$ cat config.mk
export PLATFORM = sky130hd
export DESIGN_NAME = key_input_ctrl_flat
export DESIGN_NICKNAME = d
export VERILOG_FILES = /design/src/rtl/key_input_ctrl_if.sv /design/src/rtl/key_input_ctrl.sv /design/src/flat_wrapper.sv
export SDC_FILE = /design/constraint.sdc
export NUM_CORES = 1
export LEC_CHECK = 0
export ABC_AREA = 1
export CORE_MARGIN = 1
export CORE_UTILIZATION = 51
export DETAILED_ROUTE_END_ITERATION = 6
export GPL_ROUTABILITY_DRIVEN = 0
export HOLD_SLACK_MARGIN = 0.12
export PLACE_DENSITY = 0.84
export SLEW_MARGIN = 20
export SYNTH_ARGS = -nofsm -noshare
export SYNTH_HDL_FRONTEND = slang
export SYNTH_SLANG_ARGS = --single-unit
$ cat constraint.sdc
create_clock -name CLOCK_50 -period 5.65 [get_ports CLOCK_50]
set_input_delay 1.13 -clock CLOCK_50 [delete_from_list [all_inputs] [get_ports CLOCK_50]]
set_output_delay 1.13 -clock CLOCK_50 [all_outputs]
set_load 0.1 [all_outputs]
$ cat src/rtl/key_input_ctrl_if.sv
// key_input_ctrl_if: CPU value handshake plus digit/busy display signals of key_input_ctrl.
interface key_input_ctrl_if;
  logic [31:0] data_o;
  logic        data_valid_o;
  logic        data_ack_i;
  logic [3:0]  tens_o;
  logic [3:0]  ones_o;
  logic        busy_o;
  modport master(output data_o, data_valid_o, tens_o, ones_o, busy_o, input data_ack_i);
  modport slave(input data_o, data_valid_o, tens_o, ones_o, busy_o, output data_ack_i);
endinterface

$ cat src/rtl/key_input_ctrl.sv
// key_input_ctrl: debounce k1/k2/enter, compose a two-digit value and hand it to the CPU; KEY_AUTOREPEAT_EN adds k1/k2 auto-repeat.
module key_input_ctrl #(
  parameter int DEBOUNCE_CYCLES = 1000000,
  parameter int REPEAT_DELAY    = 25000000,
  parameter int REPEAT_PERIOD   = 10000000
) (
  input logic CLOCK_50,
  input logic rst,
  input logic k1,
  input logic k2,
  input logic enter,
  key_input_ctrl_if.master bus
);
  localparam int CW = $clog2(DEBOUNCE_CYCLES);
  typedef enum logic {EDIT, HOLD} state_t;
  state_t        state;
  logic [2:0]    s1, s2, deb, deb_d, press, ev;
  logic [CW-1:0] cnt [3];
  logic [3:0]    tens, ones;
  logic [31:0]   data;
  logic          valid, busy;
  if (DEBOUNCE_CYCLES < 2 || REPEAT_PERIOD < 1 || REPEAT_PERIOD > REPEAT_DELAY) begin : g_bad_params
    $error("key_input_ctrl: invalid timing parameters");
  end
  always_ff @(posedge CLOCK_50) begin
    if (rst) begin
      s1    <= '0;
      s2    <= '0;
      deb   <= '0;
      deb_d <= '0;
      press <= '0;
      for (int i = 0; i < 3; i++) cnt[i] <= '0;
    end else begin
      s1    <= {enter, k2, k1};
      s2    <= s1;
      deb_d <= deb;
      press <= deb & ~deb_d;
      for (int i = 0; i < 3; i++) begin
        if (s2[i] == deb[i]) cnt[i] <= '0;
        else if (cnt[i] == CW'(DEBOUNCE_CYCLES - 1)) begin
          deb[i] <= s2[i];
          cnt[i] <= '0;
        end else cnt[i] <= cnt[i] + 1'b1;
      end
    end
  end
`ifdef KEY_AUTOREPEAT_EN
  localparam int RW = $clog2(REPEAT_DELAY + 1);
  logic [RW-1:0] rcnt [2];
  logic [1:0]    rep;
  // rcnt==0 means disarmed; a press arms it, each repeat reloads it one period short of the delay
  always_comb for (int i = 0; i < 2; i++) rep[i] = deb[i] && state == EDIT && rcnt[i] == RW'(REPEAT_DELAY);
  always_ff @(posedge CLOCK_50) begin
    for (int i = 0; i < 2; i++) begin
      if (rst || !deb[i] || state != EDIT) rcnt[i] <= '0;
      else if (press[i]) rcnt[i] <= RW'(1);
      else if (rep[i]) rcnt[i] <= RW'(REPEAT_DELAY - REPEAT_PERIOD + 1);
      else if (rcnt[i] != '0) rcnt[i] <= rcnt[i] + 1'b1;
    end
  end
  assign ev = press | {1'b0, rep};
`else
  assign ev = press;
`endif
  always_ff @(posedge CLOCK_50) begin
    if (rst) begin
      state <= EDIT;
      tens  <= '0;
      ones  <= '0;
      data  <= '0;
      valid <= 1'b0;
      busy  <= 1'b0;
    end else if (state == EDIT) begin
      if (ev[2]) begin
        data  <= 32'(tens) * 32'd10 + 32'(ones);
        valid <= 1'b1;
        busy  <= 1'b1;
        state <= HOLD;
      end else begin
        if (ev[0]) tens <= (tens == 4'd9) ? 4'd0 : tens + 4'd1;
        if (ev[1]) ones <= (ones == 4'd9) ? 4'd0 : ones + 4'd1;
      end
    end else if (bus.data_ack_i) begin
      valid <= 1'b0;
      busy  <= 1'b0;
      tens  <= '0;
      ones  <= '0;
      state <= EDIT;
    end
  end
  assign bus.data_o       = data;
  assign bus.data_valid_o = valid;
  assign bus.tens_o       = tens;
  assign bus.ones_o       = ones;
  assign bus.busy_o       = busy;
endmodule

$ cat src/flat_wrapper.sv
// flat-port wrapper written by rule: the top's interface ports become plain ports
module key_input_ctrl_flat 
#(
  parameter int DEBOUNCE_CYCLES = 1000000,
  parameter int REPEAT_DELAY    = 25000000,
  parameter int REPEAT_PERIOD   = 10000000
)
  (CLOCK_50, rst, k1, k2, enter, bus_data_o, bus_data_valid_o, bus_tens_o, bus_ones_o, bus_busy_o, bus_data_ack_i);
  key_input_ctrl_if bus_i ();
  input logic CLOCK_50;
  input logic rst;
  input logic k1;
  input logic k2;
  input logic enter;
  output wire logic [$bits(bus_i.data_o)-1:0] bus_data_o;
  output wire logic [$bits(bus_i.data_valid_o)-1:0] bus_data_valid_o;
  output wire logic [$bits(bus_i.tens_o)-1:0] bus_tens_o;
  output wire logic [$bits(bus_i.ones_o)-1:0] bus_ones_o;
  output wire logic [$bits(bus_i.busy_o)-1:0] bus_busy_o;
  input wire logic [$bits(bus_i.data_ack_i)-1:0] bus_data_ack_i;
  assign bus_data_o = bus_i.data_o;
  assign bus_data_valid_o = bus_i.data_valid_o;
  assign bus_tens_o = bus_i.tens_o;
  assign bus_ones_o = bus_i.ones_o;
  assign bus_busy_o = bus_i.busy_o;
  assign bus_i.data_ack_i = bus_data_ack_i;
  key_input_ctrl #(.DEBOUNCE_CYCLES(DEBOUNCE_CYCLES), .REPEAT_DELAY(REPEAT_DELAY), .REPEAT_PERIOD(REPEAT_PERIOD)) u_core (.CLOCK_50(CLOCK_50), .rst(rst), .k1(k1), .k2(k2), .enter(enter), .bus(bus_i));
endmodule
Yosys cells after proc, flatten, opt, wreduce, memory -nomap -nowiden
Memories as Yosys holds them, arrays and structs flattened.
Cells that the tools add are included.
{"block": "totals", "ff_bits": 57, "latch_bits": 0, "mem_bits_rw": 60, "mem_bits_ro": 0, "inputBits": 6, "memories": 1}
{"memory": "u_core.cnt", "words": 3, "word_bits": 20, "rd": 3, "rd_clocked_by_memory_dff": 0, "write_ports": 3, "line": "key_input_ctrl.sv:18", "rtl": "logic [CW-1:0] cnt [3];"}
{"block": "classes", "n_addsub": 6, "n_mul": 1, "n_div": 0, "order_cmp": 0, "eq_ne": 10, "shifts": 0, "mux": 59, "n_bitwise": 15, "n_reduce_logical": 10}
{"operator": "$mux 20", "n": 9}
{"operator": "$add 20x1->20 const B", "n": 3}
{"operator": "$eq 20x20->1 const B", "n": 3}
{"operator": "$mux 1", "n": 41}
{"operator": "$mux 4", "n": 9}
{"operator": "$reduce_and 2->1", "n": 5}
{"operator": "$add 8x4->9", "n": 1}
{"operator": "$or 1x1->1", "n": 9}
{"operator": "$add 4x1->4 const B", "n": 2}
{"operator": "$eq 4x4->1 const B", "n": 2}
{"operator": "$mul 4x3->7 const B", "n": 1}
{"operator": "$reduce_and 3->1", "n": 2}
{"operator": "$reduce_bool 2->1", "n": 3}
{"operator": "$not 1->1", "n": 4}
{"operator": "$and 3x3->3", "n": 1}
{"operator": "$eq 1x1->1", "n": 3}
{"operator": "$not 3->3", "n": 1}
{"operator": "$ne 2x1->1 const B", "n": 1}
{"operator": "$ne 2x2->1 const B", "n": 1}

Depth between registers and ports, before layout
Gate-level depths: netlist (run 1).
An unclocked memory read counts as a cell.
{"block": "depth", "depth_word": 8, "depth_mapped": 11, "mapped_depth_nobuf": 11}

Worst setup path before layout (run 1)
No wires, ideal clock.
{"block": "synth_path", "path_kind": "register to register", "from": "reg u_core.tens[3], in the netlist u_core.bus.tens_o[3]", "to": "reg u_core.data[7], in the netlist u_core.bus.data_o[7]", "setup_time_ns": 0.109, "arrival_ns": 2.578, "required_time_ns": 5.541, "setup_slack_ns": 2.963, "path_stages_with_launch": 11, "n_path_buf": 0, "period_less_slack_ns": 2.687, "cell_sequence": "dfxtp_1 -> ha_1 -> ha_1 -> fa_1 -> nand2_1 -> inv_1 -> nand3_1 -> nand2_1 -> nand3_1 -> nand2_1 -> inv_1"}
{"block": "synth_via", "elab_chain_cells": 2}
{"item": "from (decl)", "line": "key_input_ctrl.sv:19", "rtl": "logic [3:0] tens, ones;"}
{"item": "from (signal assigned)", "line": "key_input_ctrl.sv:80", "rtl": "if (ev[0]) tens <= (tens == 4'd9) ? 4'd0 : tens + 4'd1;"}
{"item": "$mul 4x3->7", "line": "key_input_ctrl.sv:75", "rtl": "data <= 32'(tens) * 32'd10 + 32'(ones);"}
{"item": "$add 8x4->9", "line": "key_input_ctrl.sv:75"}
{"item": "to (signal assigned)", "line": "key_input_ctrl.sv:75"}
{"item": "to (decl)", "line": "key_input_ctrl.sv:20", "rtl": "logic [31:0] data;"}
No other way between the ends.
A chain may end at the register's enable or synchronous reset.

Worst setup path after layout (run 1)
{"block": "layout_path", "from": "reg u_core.tens[0], in the netlist u_core.bus.tens_o[0]", "to": "out bus_tens_o[0]"}
{"item": "to (decl)", "line": "flat_wrapper.sv:17", "rtl": "output wire logic [$bits(bus_i.tens_o)-1:0] bus_tens_o;"}
No word-level cell between the ends.

==> flow_summary.yaml, run 1 <==
status:
  outcome: "finished, final reports clean"
detailed_routing:
  drt_pass1_iterations: 5
  ant_nets: 0
  wire_per_inst_um: 10.9
  first_iter_violations: 233
  num_vias: 4258
  viasPerCell: 4.69
  post-route-drc-count: 0
  totalWireLength_mm: 9.91
yosys:
  yosysSeqAreaShare: 0.455
  ys_ff_latch: 94
  synth_fa_ha_area_frac: 0.0394
  synth_simple_gate_area_frac: 0.302
  synthCells: 683
  synth_compound_area_frac: 0.0525
  synthMuxAreaShare: 0
  synth_top_family_by_area: "simple AND/OR/NAND/NOR gates"
  ys_warn_count: 0
  syn-cell-area_mm2: 0.00546
  synthXorXnorAreaFrac: 0.0546
  synth_cell_types: 36
  syn_avg_cell_area_um2: 7.99
sta:
  rsz0062_at_grt: "false"
  fin_crit_ns: 3.22
  fin_crit_sh: 0.570
  hold_viol_final: 0
  relSlewSlack: 0.331
  slew_violations: 0
  finalSetupViolCount: 0
  worst_pin_slew_ns: 1.00
  final.setup.tns_ns: 0
  fmaxAchievable_mhz: 311
  clock_skew_ns: 0.00469
cts:
  htree_levels: 3
  clock_latency_ns: 0.37
  clockBufferDepth: 2
  cts_tree: "built"
  post-cts-setup-buffer-count: 0
  cts_buffers: 9
  cts.sinks: 94
  cts_hold_buf: 0
  clk_pin_slew_worst_paths_ns: 0.09
  post_cts_resized: 0
  cts-root-buf: "clkbuf_8"
pwr:
  p_leak_nw: 2.42
  max-vdd-ir-drop_uv: 152
  p_per_area_mw_per_mm2: 217
critical_path:
  r2r_end: "u_core.bus.data_o[7]"
  r2r_start: "u_core.bus.tens_o[3]"
  crit_chain: "clkdlybuf4s50_1"
  worstPathMaxFanout: 8
  cp_slowest_stage_delay_ns: 1.20
  end_kind: "primary output"
  reg2reg_setup_slack_ns: 3.48
  cp.arrival_ns: 2.09
  cpLargestDelayFamily: "buffers and inverters"
  r2r_cells: 10
  crit_buf_inv: 1
  start_kind: "flop"
  cp.required_ns: 4.52
  path_class: "flop to primary output"
  crit_slowest_cell: "clkdlybuf4s50_1"
floorplanning:
  start_util: 0.526
  core_mm2: 0.0104
  num_io_pins: 48
  fp.dieW_um: 105
  rows: 37
  die_y_um: 105
  dieArea_mm2: 0.0111
worst_hold_path:
  min_to: "u_core.ev[1]"
  hp-class: "flop to flop"
  whs_path_depth: 1
  hold_start: "u_core.deb_d[1]"
grt:
  first_global_vias: 3991
  track_usage: 0.194
  grt_max_degree: 26
  antenna_found_initial: 0
  grt_overflow: 0
  grt_pass1_wl_mm: 17.4
layout:
  fin_nets: 789
  n_fill_cell: 942
  final_cells: 908
  drive_gt1_frac: 0.0557
  area_growth_pct: 12.1
  diodes: 0
placement:
  dp_hpwl_mm: 7.38
  portBuffers: 24
  dp_cells: 892
job:
  cap_violations: 0
[where the power goes]
part / internal (W) / switching, W / total (W) / leakage, nW
Combinational: 0.0000199 / 0.000104 / 0.000124 / 1.43
Sequential: 0.000750 / 0.0000217 / 0.000771 / 0.894
Clock: 0.000189 / 0.000244 / 0.000433 / 0.100
[cells in the mapped netlist]
cell / number / share of area
nand2_2: 4 / 0.0046
a21oi_1: 34 / 0.031
and2_1: 3 / 0.0034
o22ai_1: 2 / 0.0023
dfxtp_1: 34 / 0.12
nand2_1: 133 / 0.091
buf_12: 1 / 0.0037
nand3_2: 2 / 0.0037
nor2_2: 11 / 0.013
fa_1: 2 / 0.0073
inv_1: 73 / 0.050
xor2_1: 20 / 0.032
ha_1: 14 / 0.032
o21ai_1: 1 / 0.00092
edfxtp_1: 60 / 0.33
buf_2: 2 / 0.0018
buf_4: 24 / 0.033
clkbuf_1: 3 / 0.0021
nand3_1: 53 / 0.049
o21ai_0: 12 / 0.011
xnor2_1: 14 / 0.022
or2_0: 1 / 0.0011
a211oi_1: 2 / 0.0028
nand2_4: 2 / 0.0041
or2_2: 2 / 0.0023
or2_1: 2 / 0.0023
o21bai_1: 1 / 0.0014
inv_2: 1 / 0.00069
nor2_4: 5 / 0.010
o211ai_1: 1 / 0.0014
buf_6: 2 / 0.0041
conb_1: 2 / 0.0014
a21oi_2: 1 / 0.0016
nand4_1: 13 / 0.015
nor2_1: 139 / 0.096
nor3_1: 7 / 0.0064
[cell families (layout without fill, tap and decap cells)]
logic type | after synthesis | in the layout
other | 2 | 83
DFF | 94 | 94
adders and majority gates | 16 | 16
xor gates and xnor gates | 34 | 34
buffers and inverters | 106 | 114
AOI/OAI and AO/OA | 54 | 54
and+or+nand+nor | 377 | 377
[metal layers]
metal,track usage,share of wire,vias to the layer above
li1,-,-,2270
met1,0.255,0.48,1902
met3,0.0414,0.034,15
met4,0.0694,0.017,0
met5,0,0,-
met2,0.316,0.47,71
[through the flow]
step / total power (W) / utilization / hold WS, ns / instance area (µm²) / setup slack (ns)
after floorplan: 0.000906 / - / 0.373 / 5760 / 2.96
after global placement: 0.000907 / 0.572 / 0.377 / 5930 / 2.28
after detailed placement: 0.000909 / 0.572 / 0.385 / 5930 / 2.17
after CTS: 0.00134 / 0.590 / 0.398 / 6120 / 2.41
after global routing: 0.00138 / 0.590 / 0.408 / 6120 / 2.34
final: 0.00133 / 0.590 / 0.393 / 6120 / 2.43
[flip-flops by register name, indices dropped and copies added (netlist names), 4 cells and up]
signal,count
u_core.bus.tens_o,4
u_core.bus.ones_o,4
u_core.cnt,60
u_core.bus.data_o,9
[area by class of cell]
class                      instances  area, µm²  share of cell area
clock buffer                      10        149              0.0243
clock inverter                     6       41.3             0.00675
inverter                          74        278              0.0454
multi-input combinational        564       2760               0.451
sequential                        94       2480               0.406
tap                              136        170              0.0278
timing repair buffer              24        240              0.0393
[how the worst max path moves through the flow]
stage | startpoint | endpoint | depth (start not counted)
floorplan | u_core.bus.tens_o[3] | u_core.bus.data_o[7] | 10
global placement | rst | u_core.cnt[2][12] | 6
detailed placement | rst | u_core.cnt[2][19] | 6
CTS | u_core.bus.tens_o[0] | bus_tens_o[0] | 1
global route | rst | u_core.cnt[2][19] | 6
finish | u_core.bus.tens_o[0] | bus_tens_o[0] | 1
[layout by cell type, fill, tap and decap left out, types with 2 or more instances in the layout]
cell,Yosys,routed
edfxtp_1,60,60
or2_2,2,2
nor2_1,139,139
inv_6,0,2
conb_1,2,83
nor2_4,5,5
clkdlybuf4s50_1,0,24
xor2_1,20,20
and2_1,3,3
nand4_1,13,13
xnor2_1,14,14
a211oi_1,2,2
nand3_1,53,53
nand2_2,4,4
nand3_2,2,2
o21ai_0,12,12
nor3_1,7,7
clkbuf_8,0,9
nor2_2,11,11
nand2_4,2,2
a21oi_1,34,34
o22ai_1,2,2
inv_1,73,73
ha_1,14,14
dfxtp_1,34,34
nand2_1,133,133
fa_1,2,2
or2_1,2,2
No activity file was read; power rests on OpenSTA's default activity.
==> inputs of run 2 (changes only) <==
==> constraint.sdc (replaced) <==
create_clock -name CLOCK_50 -period 3.4 [get_ports CLOCK_50]
set_input_delay 0.68 -clock CLOCK_50 [delete_from_list [all_inputs] [get_ports CLOCK_50]]
set_output_delay 0.68 -clock CLOCK_50 [all_outputs]
set_load 0.1 [all_outputs]
==> flow_summary.yaml, run 2 (synthesized netlist as in run 1, its figures left out) <==
status:
  outcome: "finished, final reports clean"
sta:
  clock_skew_ns: 0.00859
  fmaxAchievable_mhz: 397
  final.setup.tns_ns: 0
  hold_viol_final: 0
  hold_ws_ns: 0.401
  slew_violations: 0
  relSlewSlack: 0.342
  rsz0062_at_grt: "false"
  worst_pin_slew_ns: 0.985
  fin_crit_sh: 0.742
  finalSetupViolCount: 0
  fin_crit_ns: 2.52
floorplanning:
  core_mm2: 0.0104
  num_io_pins: 48
  rows: 37
  die_y_um: 105
  dieArea_mm2: 0.0111
  fp.dieW_um: 105
  start_util: 0.526
cts:
  clock_latency_ns: 0.36
  post-cts-setup-buffer-count: 0
  htree_levels: 3
  cts.sinks: 94
  clockBufferDepth: 2
  cts_hold_buf: 0
  post_cts_resized: 0
  clk_pin_slew_worst_paths_ns: 0.09
  cts_buffers: 9
  cts-root-buf: "clkbuf_8"
  cts_tree: "built"
placement:
  dpl_cell_area_mm2: 0.00591
  dp_hpwl_mm: 7.55
  portBuffers: 24
grt:
  grt_use_met1: 0.236
  gr-usage-met3: 0.0402
  grt_pass1_wl_mm: 17.0
  grt-busiest-layer: "met2"
  antenna_found_initial: 0
  use_met2: 0.326
  track_usage: 0.189
  grt_overflow: 0
  grt_max_degree: 25
  first_global_vias: 4002
critical_path:
  worstPathMaxFanout: 2
  crit_chain: "clkdlybuf4s50_1"
  cpLargestDelayFamily: "buffers and inverters"
  cp.required_ns: 2.72
  start_kind: "flop"
  end_kind: "primary output"
  crit_buf_inv: 1
  crit_slowest_cell: "clkdlybuf4s50_1"
  cp.arrival_ns: 1.84
  cp_slowest_stage_delay_ns: 1.13
  path_class: "flop to primary output"
detailed_routing:
  first_iter_violations: 270
  ant_nets: 0
  drt_pass1_iterations: 5
  post-route-drc-count: 0
  totalWireLength_mm: 10.2
  wire_per_inst_um: 11.2
  num_vias: 4383
  viasPerCell: 4.82
pwr:
  p_per_area_mw_per_mm2: 360
  max-vdd-ir-drop_uv: 245
  p_leak_nw: 2.44
  fin_total_pwr_w: 0.00219
layout:
  area_growth_pct: 11.6
  mostFrequentLayoutCells: "139 x nor2_1, 133 x nand2_1, 83 x conb_1, 73 x inv_1, 60 x edfxtp_1"
  diodes: 0
  final_common_cell: "nor2_1"
  top_register: "u_core.cnt"
  utilization: 0.587
  drive_gt1_frac: 0.0699
  largest_register_ffs: 60
  fin_nets: 790
  final_area_mm2: 0.00609
worst_hold_path:
  hp-class: "flop to flop"
job:
  cap_violations: 0
==> run 2: changes by cell type in the layout (fill, tap and decap cells not counted), moves of 2 or more <==
cell,previous run,this run
clkdlybuf4s50_1,24,13
buf_4,0,12
clkbuf_1,0,2
inv_6,2,0
clkbuf_8,9,11
==> run 2: cell type report <==
| cell class | instances | area [µm²] |
|---|---|---|
| well taps | 136 | 170 |
| inverters | 74 | 278 |
| fillers | 959 | 4280 |
| multi-input cells | 564 | 2760 |
| clock buffers | 14 | 166 |
| clock inverters | 2 | 15.0 |
| repair buffers | 25 | 220 |
| flip-flops and latches | 94 | 2480 |
==> run 2: where the power goes <==
part / total [W] / switching, W / internal, W
sequential: 0.00128 / 0.0000372 / 0.00125
clock: 0.000700 / 0.000382 / 0.000317
combinational: 0.000207 / 0.000173 / 0.0000337
==> run 2: metal layers <==
metal	routed length (µm)	share of wire	up-vias
li1	-	-	2268
met1	4690	0.46	2008
met2	4940	0.48	93
met3	434	0.043	14
met4	137	0.013	0
met5	0	0	-
==> run 2: through the flow <==
| step | worst slack (ns) | instances |
|---|---|---|
| after floorplan | 0.713 | 764 |
| after global placement | 1.18 | 893 |
| after detailed placement | 1.08 | 893 |
| after CTS | 0.853 | 909 |
| after global routing | 0.814 | 909 |
| final | 0.878 | 909 |
==> run 2: final timing paths <==
kind	from	end	slack, ns	cells past startpoint
min reg2reg	u_core.deb_d[2]	u_core.ev[2]	0.40	1
max	u_core.bus.data_o[3]	bus_data_o[3]	0.88	1
max reg2reg	u_core.bus.tens_o[3]	u_core.bus.data_o[7]	1.19	10
min	u_core.deb_d[2]	u_core.ev[2]	0.40	1
